**src/rtl/alu_exec_stage.sv**
```systemverilog
// Execute stage: ID/EX operand register, A/B operand select, ALU and EX/MEM result register
// with valid/ready flow control. Define ALU_EXEC_OVF_EN to build the registered signed-overflow flag.
module alu_exec_stage #(
   parameter int WIDTH = 32
) (
   input  logic             clk,
   input  logic             reset,
   input  logic             in_valid,
   output logic             in_ready,
   input  logic             flush,
   input  logic             ALUAsrc,
   input  logic [1:0]       ALUBsrc,
   input  logic [2:0]       ALUControl,
   input  logic [WIDTH-1:0] RD1,
   input  logic [WIDTH-1:0] RD2,
   input  logic [15:0]      Imm,
   input  logic [4:0]       Shamt,
   input  logic [4:0]       WriteRegIn,
   input  logic             RegWriteIn,
   output logic             out_valid,
   input  logic             out_ready,
   output logic [WIDTH-1:0] ALUResult,
   output logic             Zero,
   output logic [WIDTH-1:0] WriteDataOut,
   output logic [4:0]       WriteRegOut,
   output logic             RegWriteOut,
   output logic             Overflow
);

   typedef enum logic [2:0] {
      OP_AND  = 3'd0,
      OP_OR   = 3'd1,
      OP_ADD  = 3'd2,
      OP_SUB  = 3'd3,
      OP_SLL  = 3'd4,
      OP_SRL  = 3'd5,
      OP_SLTU = 3'd6,
      OP_SLT  = 3'd7
   } alu_op_e;

   typedef enum logic [1:0] {
      B_RD2  = 2'd0,
      B_SEXT = 2'd1,
      B_ZEXT = 2'd2,
      B_LUI  = 2'd3
   } b_src_e;

   typedef struct packed {
      logic             a_src;
      b_src_e           b_src;
      alu_op_e          op;
      logic [WIDTH-1:0] rd1;
      logic [WIDTH-1:0] rd2;
      logic [15:0]      imm;
      logic [4:0]       shamt;
      logic [4:0]       wreg;
      logic             regwrite;
   } e_entry_t;

   logic             e_valid;
   e_entry_t         e_q;
   logic             adv_m;
   logic             e_load;
   logic [WIDTH-1:0] op_a;
   logic [WIDTH-1:0] op_b;
   logic [WIDTH-1:0] sum;
   logic [WIDTH-1:0] diff;
   logic [WIDTH-1:0] alu_y;

   // M can take a new entry when it is empty or being drained this cycle.
   assign adv_m    = !out_valid || out_ready;
   assign in_ready = (!e_valid || adv_m) && !flush;
   assign e_load   = in_valid && in_ready;

   always_comb begin
      // NOTE: every combinational output gets a default first so no path infers a latch.
      op_a = e_q.rd1;
      op_b = e_q.rd2;
      if (e_q.a_src) op_a = {{(WIDTH-5){1'b0}}, e_q.shamt};
      case (e_q.b_src)
         B_RD2:  op_b = e_q.rd2;
         B_SEXT: op_b = {{(WIDTH-16){e_q.imm[15]}}, e_q.imm};
         B_ZEXT: op_b = {{(WIDTH-16){1'b0}}, e_q.imm};
         B_LUI:  op_b = WIDTH'({e_q.imm, 16'h0000});
      endcase
   end

   assign sum  = op_a + op_b;
   assign diff = op_a - op_b;

   always_comb begin
      alu_y = '0;
      case (e_q.op)
         OP_AND:  alu_y = op_a & op_b;
         OP_OR:   alu_y = op_a | op_b;
         OP_ADD:  alu_y = sum;
         OP_SUB:  alu_y = diff;
         OP_SLL:  alu_y = op_b << op_a[4:0];
         OP_SRL:  alu_y = op_b >> op_a[4:0];
         OP_SLTU: alu_y = {{(WIDTH-1){1'b0}}, (op_a < op_b)};
         OP_SLT:  alu_y = {{(WIDTH-1){1'b0}}, ($signed(op_a) < $signed(op_b))};
      endcase
   end

   always_ff @(posedge clk) begin
      // NOTE: sequential state uses non-blocking assignments so every register samples pre-edge values.
      if (reset) begin
         e_valid      <= 1'b0;
         out_valid    <= 1'b0;
         ALUResult    <= '0;
         Zero         <= 1'b1;
         WriteDataOut <= '0;
         WriteRegOut  <= '0;
         RegWriteOut  <= 1'b0;
      end else begin
         if (adv_m) begin
            out_valid   <= e_valid;
            RegWriteOut <= e_valid && e_q.regwrite;
            // Data fields keep their last value when a bubble moves into M.
            if (e_valid) begin
               ALUResult    <= alu_y;
               Zero         <= (alu_y == '0);
               WriteDataOut <= e_q.rd2;
               WriteRegOut  <= e_q.wreg;
            end
         end
         if (flush)       e_valid <= 1'b0;
         else if (e_load) e_valid <= 1'b1;
         else if (adv_m)  e_valid <= 1'b0;
      end
   end

   // NOTE: the E payload is not reset; e_valid alone says whether it means anything.
   always_ff @(posedge clk) begin
      if (e_load) begin
         e_q.a_src    <= ALUAsrc;
         e_q.b_src    <= b_src_e'(ALUBsrc);
         e_q.op       <= alu_op_e'(ALUControl);
         e_q.rd1      <= RD1;
         e_q.rd2      <= RD2;
         e_q.imm      <= Imm;
         e_q.shamt    <= Shamt;
         e_q.wreg     <= WriteRegIn;
         e_q.regwrite <= RegWriteIn;
      end
   end

`ifdef ALU_EXEC_OVF_EN
   logic ovf_y;

   // Signed overflow: operand signs versus result sign for ADD and SUB only.
   always_comb begin
      ovf_y = 1'b0;
      if (e_q.op == OP_ADD)
         ovf_y = (op_a[WIDTH-1] == op_b[WIDTH-1]) && (sum[WIDTH-1] != op_a[WIDTH-1]);
      else if (e_q.op == OP_SUB)
         ovf_y = (op_a[WIDTH-1] != op_b[WIDTH-1]) && (diff[WIDTH-1] != op_a[WIDTH-1]);
   end

   always_ff @(posedge clk) begin
      if (reset)                 Overflow <= 1'b0;
      else if (adv_m && e_valid) Overflow <= ovf_y;
   end
`else
   assign Overflow = 1'b0;
`endif

endmodule
```
**config.mk**
```make
export PLATFORM = sky130hd
export DESIGN_NAME = alu_exec_stage
export DESIGN_NICKNAME = d
export VERILOG_FILES = /design/src/rtl/alu_exec_stage.sv
export SDC_FILE = /design/constraint.sdc
export NUM_CORES = 1
export LEC_CHECK = 0
export ABC_AREA = 1
export CAP_MARGIN = 20
export CORE_UTILIZATION = 40
export DETAILED_ROUTE_END_ITERATION = 8
export SYNTH_ARGS = -nofsm -noshare
export SYNTH_HDL_FRONTEND = slang
export SYNTH_SLANG_ARGS = --single-unit
export TNS_END_PERCENT = 50
```
**constraint.sdc**
```tcl
create_clock -name clk -period 8.5 [get_ports clk]
set_input_delay 2.125 -clock clk [delete_from_list [all_inputs] [get_ports clk]]
set_output_delay 2.125 -clock clk [all_outputs]
set_load 0.02 [all_outputs]
```
After elaboration in Yosys (flattened, before gate mapping) --
Cells that the tools add are included.
Operators by class: add/subtract/negate cells 2, $lt $le $gt $ge 2, equality and inequality tests 10, shifts and indexed selects 2, muxes and demuxes 5, bitwise logic cells 2, reduce and logical (&&, ||, !) cells 14
Operators with widths (number):
- $pmux 32 s8 | 1
- $pmux 32 s4 | 1
- $lt 32x32->1 | 2
- $add 32x32->32 | 1
- $and 32x32->32 | 1
- $logic_not 32->1 | 1
- $mux 32 | 1
- $or 32x32->32 | 1
- $shl 32x5->32 | 1
- $shr 32x5->32 | 1
- $sub 32x32->32 | 1
- $eq 3x3->1 const B | 4
- $eq 3x2->1 const B | 2
- $eq 2x2->1 const B | 2
- $eq 3x1->1 const B | 1
- $logic_and 1x1->1 | 3
- $logic_not 1->1 | 3
- $logic_not 3->1 | 1
- $eq 2x1->1 const B | 1
- $logic_not 2->1 | 1
- $logic_or 1x1->1 | 2
- $mux 1 | 2
- $reduce_and 2->1 | 1
- $reduce_bool 2->1 | 1
- $reduce_or 2->1 | 1
Storage, ports and cells: register bits 170, bits of input ports 102, output and inout bits 74, logic and storage cells 53

Depth between registers and ports, before layout --
depth in word-level cells 6, gate-level depth with buffers 30, depth with buffers taken out 27

Worst setup path after synthesis --
OpenSTA, ideal clock, no wires.
kind input port to flip-flop, start point in out_ready, end point reg e_q[0] (netlist bit), enable pin, setup time 0.554 ns, data arrival time 6.440 ns, data required time 7.946 ns, slack 1.506 ns, stages on the path 6, cells stage by stage nor2_1 -> inv_1 -> nor2_1 -> inv_1 -> nand2_1 -> nor2_1
On the way: word-level cells in the longest chain between the ends 4
RTL lines:
- start: declaration | line 21 | input logic out_ready,
- $logic_or 1x1->1 | line 71 | assign adv_m = !out_valid || out_ready;
- $logic_or 1x1->1 | line 72 | assign in_ready = (!e_valid || adv_m) && !flush;
- $logic_and 1x1->1 | line 72
- $logic_and 1x1->1 | line 73 | assign e_load = in_valid && in_ready;
- net e_load | line 63 | logic e_load;
- end: declaration | line 61 | e_entry_t e_q;
The timed path passes the listed nets, and every way through them passes these cells. A chain may end at the register's enable or synchronous reset.

Final worst setup path --
start point in out_ready, end point out in_ready
On the way: word-level cells in the longest chain between the ends 3
RTL lines:
- $logic_or 1x1->1 | line 71
- $logic_or 1x1->1 | line 72
- $logic_and 1x1->1 | line 72
- end: declaration | line 9 | output logic in_ready,
No other way between the ends.

==> flow_metrics.tcl <==
set metrics [dict create \
    status "completed" \
    drc 0 \
    syn-num-nets 2798 \
    place_congestion 1.04 \
    numCtsBuffers 17 \
    antenna_found_initial 1 \
    cts.sinks 170 \
    required_ps 6380 \
    peakVddDrop_mv 0.195 \
    start_kind "input port" \
    grt_overflow 0 \
    first_global_vias 17294 \
    period_share 0.692 \
    register_area_um2 4370 \
    die_y_um 201 \
    ys_seq_elements 170 \
    post-route-cell-area_um2 18500 \
    initial_core_util 0.407 \
    ys_warn_count 0 \
    leakage_nw 8.91 \
    fin_skew_ps 13.7 \
    ys_top_cells_by_count "nand2_1 (757), nand3_1 (465), inv_1 (298)" \
    yosys.area.top_type_share 0.184 \
    syn2layout_area_growth_pct 17.1 \
    crit_family "buffers and inverters" \
    placed_cell_area_um2 17900 \
    hold_path.class "reg2reg" \
    cts_root_buf "clkbuf_16" \
    multi_input_area_um2 9820 \
    cp_max_fo 3 \
    wire_per_inst_um 22.6 \
    fin_tns_setup_ps 0 \
    num_rows 72 \
    fill_cells 4184 \
    layout-drive-gt1-share 0.0334 \
    syn_inst 2588 \
    wirelength_um 72600 \
    powerDensity_nw_per_um2 142 \
    cap_violations 0 \
    cp.arrival_ps 3760 \
    port_buffers 174 \
    setup_viol 0 \
    ys_seq_area_frac 0.277 \
    drtAntennaViolNets 0 \
    post_cts_buffers 0 \
    synth.area.top_cells "edfxtp_1 (18%), nand2_1 (18%), nand3_1 (15%)" \
    path_clk_slew_ps 60 \
    finalHoldViolCount 0 \
    worstSetupEndpointType "output pin" \
    dr.pass1.iters 9 \
    dieArea_um2 40300 \
    htree_levels 4 \
    cpMaxStageDelayCell "clkdlybuf4s50_1" \
    crit_path_frequent_cell "inv_1" \
    grt_start_max_net_pins 114 \
    worst_slew_pin_slew_ps 1030 \
    ctsHoldBuffers 0 \
    utilization 0.477 \
    async_flop_share 0 \
    routed_via_density 5.68 \
    drt-initial-drc-count 2337 \
    drv_slew 0 \
    synth_edf_count 97 \
    core_um2 38800 \
    synth_top_area_cell "edfxtp_1" \
    max_stage_delay_ps 530 \
    synth.most_common_cell "nand2_1" \
    ys_types 44 \
    rsz0062_at_grt "no" \
    ys.flop_type "edfxtp_1" \
    min_period_ps 5880 \
    cp_num_buf_inv 5 \
    avgSynthCellArea_um2 6.11 \
    grt_pass1_wl_um 107000 \
    slew_headroom 0.312 \
    cts_tree "built" \
    clk_latency_ps 480 \
    post_cts_resized 0 \
    io_pins 176 \
    place_hpwl_um 58900 \
    fmax_mhz 170 \
    vias 18251 \
    clockBufferDepth 2 \
    worstSetupPathType "in2out" \
    grt.total_usage 0.359 \
    netlist_area_um2 15800 \
    fin_nets 2894 \
    fp.dieW_um 201 \
    worstPathCellList "clkdlybuf4s50_1, nor2_1, inv_1, nor2_1, inv_1, nand2_1, inv_1, clkdlybuf4s50_1" \
]
==> routing by layer <==
metal	GRT usage	routed length [µm]	up-vias
li1	-	-	8645
met1	0.452	29300	8537
met2	0.582	33300	880
met3	0.0692	6070	187
met4	0.191	3920	2
met5	0	13	-
==> cells by family after synthesis <==
kind of cell             share of synthesized area
AND/OR/NAND/NOR                              0.434
buffers and inverters                        0.105
AO/OA/AOI/OAI                               0.0968
flip-flops                                   0.277
adder cells (fa/ha/maj)                     0.0864
XOR/XNOR                                  0.000554
other                                     0.000237
==> flip-flops by register name, indices dropped and copies added (netlist names) <==
name / count
e_valid: 1
RegWriteOut: 1
ALUResult: 32
out_valid: 1
Zero: 1
e_q: 97
WriteDataOut: 32
WriteRegOut: 5
==> layout make-up <==
cell class | instances | share of cell area
Antenna cell | 1 | 0.000135
Clock buffer | 20 | 0.0247
Clock inverter | 12 | 0.00818
Inverter | 307 | 0.0623
Multi-Input combinational cell | 1994 | 0.531
Sequential cell | 170 | 0.236
Tap cell | 518 | 0.0350
Timing Repair Buffer | 194 | 0.103
==> tightest hold or removal path, cell delays in order, from the launching register on <==
cell and delay [ps]:
dfxtp_1 310, nand2_1 60, a21oi_1 60
==> worst paths after layout <==
kind / slack [ps] / depth (start not counted) / endpoint / from
worst max-delay path: 2620 / 8 / in_ready / out_ready
worst min-delay path: 470 / 2 / RegWriteOut / RegWriteOut
worst max register to register: 3500 / 24 / Zero / e_q[96]
worst min register to register: 470 / 2 / RegWriteOut / RegWriteOut
==> cells in the final DEF, fill, tap and decap left out, types with 3 or more instances in the layout <==
cell,instances
clkdlybuf4s50_1,174
nand3_1,465
o21bai_1,9
inv_8,3
nand3_2,10
inv_1,297
o21ai_0,119
nand3b_1,5
nand4_1,49
o21ai_2,3
nor2_2,3
o211ai_1,9
nor3_1,22
edfxtp_1,97
o21ai_4,3
ha_1,106
nand2_1,757
clkbuf_16,17
inv_2,8
a21oi_1,129
nor2_4,3
dfxtp_1,73
buf_4,19
nor2_1,265
inv_6,4
o21ai_1,6
or2_2,7
==> stage by stage <==
stage               hold slack, ps  cells  power, mW  setup WS [ps]
finish                         474   3216       2.64           2620
global route                   515   3215       2.76           2560
CTS                            473   3215       2.63           2640
detailed placement             461   3183       1.82           2640
global placement               453   3182       1.81           2600
floorplan                      447   2588       1.48           1510
==> where the power goes <==
group | internal, mW | switching [mW]
Combinational | 0.270 | 0.625
Sequential | 0.912 | 0.0200
Clock | 0.457 | 0.353
Power figures use the tool's default switching activity.
